$ cat config.mk
export PLATFORM = sky130hd
export DESIGN_NAME = data_mem_responder
export DESIGN_NICKNAME = d
export VERILOG_FILES = /design/src/rtl/data_mem_responder.sv
export SDC_FILE = /design/constraint.sdc
export NUM_CORES = 2
export LEC_CHECK = 0
export CORE_MARGIN = 2
export CORE_UTILIZATION = 25
export CTS_CLUSTER_SIZE = 8
export DETAILED_ROUTE_END_ITERATION = 8
export GPL_ROUTABILITY_DRIVEN = 0
export MAX_ROUTING_LAYER = met4
export PLACE_DENSITY_LB_ADDON = 0.2
export SLEW_MARGIN = 0
export SYNTH_ARGS = -nofsm -noshare
export SYNTH_HDL_FRONTEND = slang
export SYNTH_SLANG_ARGS = --single-unit
$ cat constraint.sdc
create_clock -name clk -period 6.1 [get_ports clk]
set_clock_uncertainty 0.2 [all_clocks]
set_input_delay 1.22 -clock clk [delete_from_list [all_inputs] [get_ports clk]]
set_output_delay 1.22 -clock clk [all_outputs]
set_load 0.03 [all_outputs]
$ cat src/rtl/data_mem_responder.sv
// Data-memory responder: serves single-word read/write requests after a fixed
// number of wait states, and zeroes the whole RAM as a one-word-per-cycle sweep.
module data_mem_responder #(
    parameter int DATA_W      = 16,
    parameter int ADDR_W      = 8,
    parameter int WAIT_STATES = 2
) (
    input  logic              clk,
    input  logic              reset,
    input  logic              memReq,
    input  logic              memWe,
    input  logic [ADDR_W-1:0] addr,
    input  logic [DATA_W-1:0] writeData,
    input  logic              memClr,
    output logic              dataReady,
    output logic [DATA_W-1:0] readData,
    output logic              busy
);

    localparam int                DEPTH     = 1 << ADDR_W;
    localparam logic [ADDR_W-1:0] LAST_ADDR = '1;
    localparam logic [3:0]        WAIT_INIT = 4'(WAIT_STATES);

    typedef enum logic [1:0] {
        ST_IDLE  = 2'd0,
        ST_BUSY  = 2'd1,
        ST_CLEAR = 2'd2
    } state_t;

    state_t state;
    state_t state_next;

    logic [3:0]        cnt;
    logic [ADDR_W-1:0] ptr;
    logic [ADDR_W-1:0] req_addr;
    logic              req_we;
    logic [DATA_W-1:0] req_data;

    logic              access_done;
    logic              clear_last;
    logic              ram_we;
    logic [ADDR_W-1:0] ram_waddr;
    logic [DATA_W-1:0] ram_wdata;

    // RAM is deliberately not reset; a write is only enabled from BUSY/CLEAR,
    // so an asynchronous reset (which forces IDLE) also cancels any pending write.
    logic [DATA_W-1:0] mem [DEPTH];

    always_ff @(posedge clk or posedge reset) begin
        if (reset) begin
            state <= ST_IDLE;
        end else begin
            state <= state_next;
        end
    end

    always_comb begin
        state_next = state;
        case (state)
            ST_IDLE: begin
                if (memClr) begin
                    state_next = ST_CLEAR;
                end else if (memReq) begin
                    state_next = ST_BUSY;
                end
            end
            ST_BUSY: begin
                if (memClr) begin
                    state_next = ST_CLEAR;
                end else if (cnt == 4'd0) begin
                    state_next = ST_IDLE;
                end
            end
            ST_CLEAR: begin
                if (ptr == LAST_ADDR) begin
                    state_next = ST_IDLE;
                end
            end
            default: state_next = ST_IDLE;
        endcase
    end

    always_comb begin
        busy        = (state != ST_IDLE);
        access_done = (state == ST_BUSY) && !memClr && (cnt == 4'd0);
        clear_last  = (state == ST_CLEAR) && (ptr == LAST_ADDR);
        ram_we      = (access_done && req_we) || (state == ST_CLEAR);
        ram_waddr   = (state == ST_CLEAR) ? ptr : req_addr;
        ram_wdata   = (state == ST_CLEAR) ? '0 : req_data;
    end

    always_ff @(posedge clk or posedge reset) begin
        if (reset) begin
            cnt       <= 4'd0;
            ptr       <= '0;
            req_addr  <= '0;
            req_we    <= 1'b0;
            req_data  <= '0;
            dataReady <= 1'b0;
            readData  <= '0;
        end else begin
            dataReady <= access_done || clear_last;
            if (access_done && !req_we) begin
                readData <= mem[req_addr];
            end
            case (state)
                ST_IDLE: begin
                    if (memClr) begin
                        ptr <= '0;
                    end else if (memReq) begin
                        req_addr <= addr;
                        req_we   <= memWe;
                        req_data <= writeData;
                        cnt      <= WAIT_INIT;
                    end
                end
                ST_BUSY: begin
                    if (memClr) begin
                        ptr <= '0;
                    end else if (cnt != 4'd0) begin
                        cnt <= cnt - 4'd1;
                    end
                end
                ST_CLEAR: ptr <= ptr + 1'b1;
                default: ;
            endcase
        end
    end

    always_ff @(posedge clk) begin
        if (ram_we) begin
            mem[ram_waddr] <= ram_wdata;
        end
    end

endmodule

==> out/qor.log <==
qor: outcome.outcome complete, no violations
qor: cells_and_area.multiInputGateArea 33980 um^2
qor: timing.finalHoldViolCount 0
qor: timing.final_critical_path_time_including_i_o_delays_and_setup 5461 ps
qor: synthesis.number_of_synthesized_flops_with_an_enable_pin 4096
qor: worst_hold_path.hold-path-endpoint readData[6]
qor: floorplanning.initial_core_util 0.2510
qor: flow_run.maxCapViolations 0
qor: critical_path.list_of_cells_traversed_by_the_critical_path buf_12, buf_4, mux4_2, a22o_1, a2111oi_0, nor3_1, nand4_1, a31oi_1, a221o_1
qor: synthesis.syn-cell-area 161000 um^2
qor: clock_tree.cts_tree yes
qor: synthesis.synthesis.area_per_instance 21.58 um^2
qor: synthesis.total_nets_after_synthesis 7492
qor: critical_path.class_of_the_most_critical_setup_path reg -> reg
qor: floorplanning.num_io_pins 47
qor: floorplanning.design.die.area 650600 um^2
qor: synthesis.synth_instances 7461
qor: clock_tree.worst_setup_hold_path_clk_slew 50 ps
qor: clock_tree.worstSkewPairLatency 1060 ps
qor: critical_path.critical_path.max_fanout 30
qor: critical_path.critPathLaunchType register
qor: drt.detail_route.drc_violations 0
qor: place.port_buffers 46
qor: floorplanning.die_boundary_width 806.6 um
qor: worst_hold_path.timing.hold.worst.class reg -> reg
qor: power_and_ir_drop.power_leakage 60.20 nW
qor: drt.routedWlPerCell 31.61 um
qor: grt.global_route.usage.total 0.1659
qor: drt.drt_first_pass_iters 6
qor: grt.number_of_global_route_vias_before_repair 83110
qor: drt.ant_nets 0
qor: critical_path.worst-endpoint-arrival 6210 ps
qor: synthesis.yosys.cell_types.count 82
qor: critical_path.slowest_stage sky130_fd_sc_hd__dfrtp_4
qor: drt.drc_violation_total_after_the_first_tritonroute_iteration 10080
qor: grt.grt_start_max_net_pins 161
qor: drt.via_count 81790
qor: synthesis.synth_seq_cells 4152
qor: clock_tree.sinks_on_the_clock_net 4152
qor: timing.slew-limit-headroom 0.08642
qor: critical_path.end_kind register
qor: floorplanning.fp.coreArea 641500 um^2
qor: grt.grt_antenna_before_repair 51
qor: grt.global_route_wire_length_before_repair 726900 um
qor: synthesis.synth.yosys.warnings 0
qor: critical_path.depth_of_the_worst_register_to_register_path 9
qor: critical_path.reg2reg_to readData[5]
qor: clock_tree.cts_max_level 6
qor: timing.number_of_slew_limit_violations_in_the_final_report 0
qor: worst_hold_path.hp-start readData[6]
qor: timing.max_freq 183.1 MHz
qor: place.post_placement_cell_count 16300
qor: place.post-dp-hpwl 342600 um
qor: timing.tightestPinTransition 1351 ps
qor: timing.setup-violations-final 0
qor: critical_path.max_stage_delay 1150 ps
qor: timing.rsz0062_at_grt no
qor: floorplanning.core.rowCount 294
qor: cells_and_area.ff_latch_area 124400 um^2
qor: cells_and_area.most_frequent_standard_cell_in_the_layout_excluding_fill_and_tap_cells sky130_fd_sc_hd__edfxtp_1
qor: clock_tree.clk_root_buffer_cell sky130_fd_sc_hd__clkbuf_16
qor: cells_and_area.commonest_cells_after_routing_fill_and_taps_aside 4096 x sky130_fd_sc_hd__edfxtp_1, 833 x sky130_fd_sc_hd__mux4_2, 596 x sky130_fd_sc_hd__clkbuf_16
qor: critical_path.worstPathRequired 6850 ps
qor: cells_and_area.areaGrowthSynthToFinish 19.05%
qor: cells_and_area.finish.cell_count_without_fillers 17060
qor: cells_and_area.final.fill_count 62080
qor: critical_path.setup_slack_on_the_worst_flop_to_flop_path 640 ps
qor: cells_and_area.finalNetCount 8338
qor: grt.globalRoute.totalOverflow 0
qor: floorplanning.fp.dieH 806.6 um
qor: power_and_ir_drop.ir_drop 609.8 uV
qor: power_and_ir_drop.power.density 496.0 nW/um^2
qor: drt.postRouteWirelength 539100 um
qor: clock_tree.count_of_cells_resized_by_post_cts_repair 0
qor: timing.setup_total_negative_slack 0 ps
qor: clock_tree.numCtsBuffers 591
qor: synthesis.ys.flop_type sky130_fd_sc_hd__edfxtp_1
qor: worst_hold_path.hold-path-cell-count 2
qor: clock_tree.cts.repair_timing.setup_buffer_count 0
qor: synthesis.yosysSeqAreaShare 0.7725
qor: critical_path.regToRegStartpoint req_addr[0]
qor: clock_tree.clk_path_buf_depth 4
qor: timing.timing.final.crit_share 0.8952
qor: cells_and_area.fraction_of_layout_instances_using_a_drive_strength_above_1 0.2899
qor: clock_tree.cts-hold-fix-buffers 0
qor: synthesis.asyncSetResetFlopFracSynth 0.01349
qor: drt.avgViaCountPerCell 4.796
[registers in the layout, indices dropped and copies added (netlist names)]
name,cells
cnt,4
dataReady,1
mem,4096
ptr,8
readData,16
req_addr,8
req_data,16
req_we,1
state,2
[worst max-delay path by stage]
stage                     slack (ps)  cells past startpoint   startpoint            to
after floorplan                  480                      5     state[0]    mem[0][10]
after global placement           470                      8       memClr  readData[10]
after detailed placement         460                      8       memClr  readData[10]
after CTS                        680                      9  req_addr[0]  readData[10]
after global routing             380                      9  req_addr[0]  readData[10]
final                            640                      9  req_addr[0]   readData[5]
[cells by family after synthesis]
| group | after synthesis | synth area share |
|---|---|---|
| DFF | 4152 | 0.7725 |
| buffers and inverters | 442 | 0.02120 |
| muxes | 1379 | 0.1527 |
| AOI/OAI and AO/OA | 729 | 0.03241 |
| xor gates and xnor gates | 2 | 0.0001088 |
| and+or+nand+nor | 755 | 0.02091 |
| adders and majority gates | 2 | 0.0001554 |
[layer usage]
metal  global-route usage  part of all wire
met1               0.2251              0.44
met4              0.04413             0.028
met2               0.2597              0.47
met3              0.02684             0.064
met5                    -                 0
[synth_stat cells (all sizes together) (51+ instances only)]
cell	number	area, um^2
nand2	218	820.8
mux4	854	19310
mux2i	501	5015
nand3	51	275.3
o21ai	83	415.4
o221ai	81	740.7
nor2	309	1167
dfrtp	56	1401
nor3	51	260.3
clkbuf	136	538.0
a21oi	97	485.5
buf	296	2839
a22oi	61	457.9
o22ai	178	1120
edfxtp	4096	123000
[metrics by stage]
step	instance area [um^2]	hold WS [ps]	utilization	setup WS [ps]	power, mW
2_1_floorplan	161000	272.1	-	481.4	52.84
3_3_place_gp	175500	279.3	0.2735	470.3	66.29
3_5_place_dp	175500	289.8	0.2735	457.5	66.55
4_1_cts	191700	300.6	0.2987	677.2	96.33
5_1_grt	191700	325.3	0.2988	381.2	97.99
6_report	191700	302.2	0.2988	639.2	95.09
[worst max-delay path: cells and delay by family, from the launching register on]
family                 cells  cell delay [ps]
buffers and inverters      2              580
AND/OR/NAND/NOR            2              770
flip-flops                 1             1150
AO/OA/AOI/OAI              4             1810
multiplexers               1              580
[power by group]
part	switching (mW)	internal (mW)
Sequential	0.646	35.3
Clock	12.1	17.5
Combinational	20.3	9.30
[layout make-up]
cell class                      instances  share of cell area
Multi-Input combinational cell       2867              0.1772
Timing Repair Buffer                  685             0.03288
Antenna cell                           27           0.0003524
Clock buffer                          672             0.07933
Sequential cell                      4152              0.6489
Tap cell                             8584             0.05602
Clock inverter                         58            0.004973
Inverter                               10           0.0002610
Power figures use the tool's default switching activity.
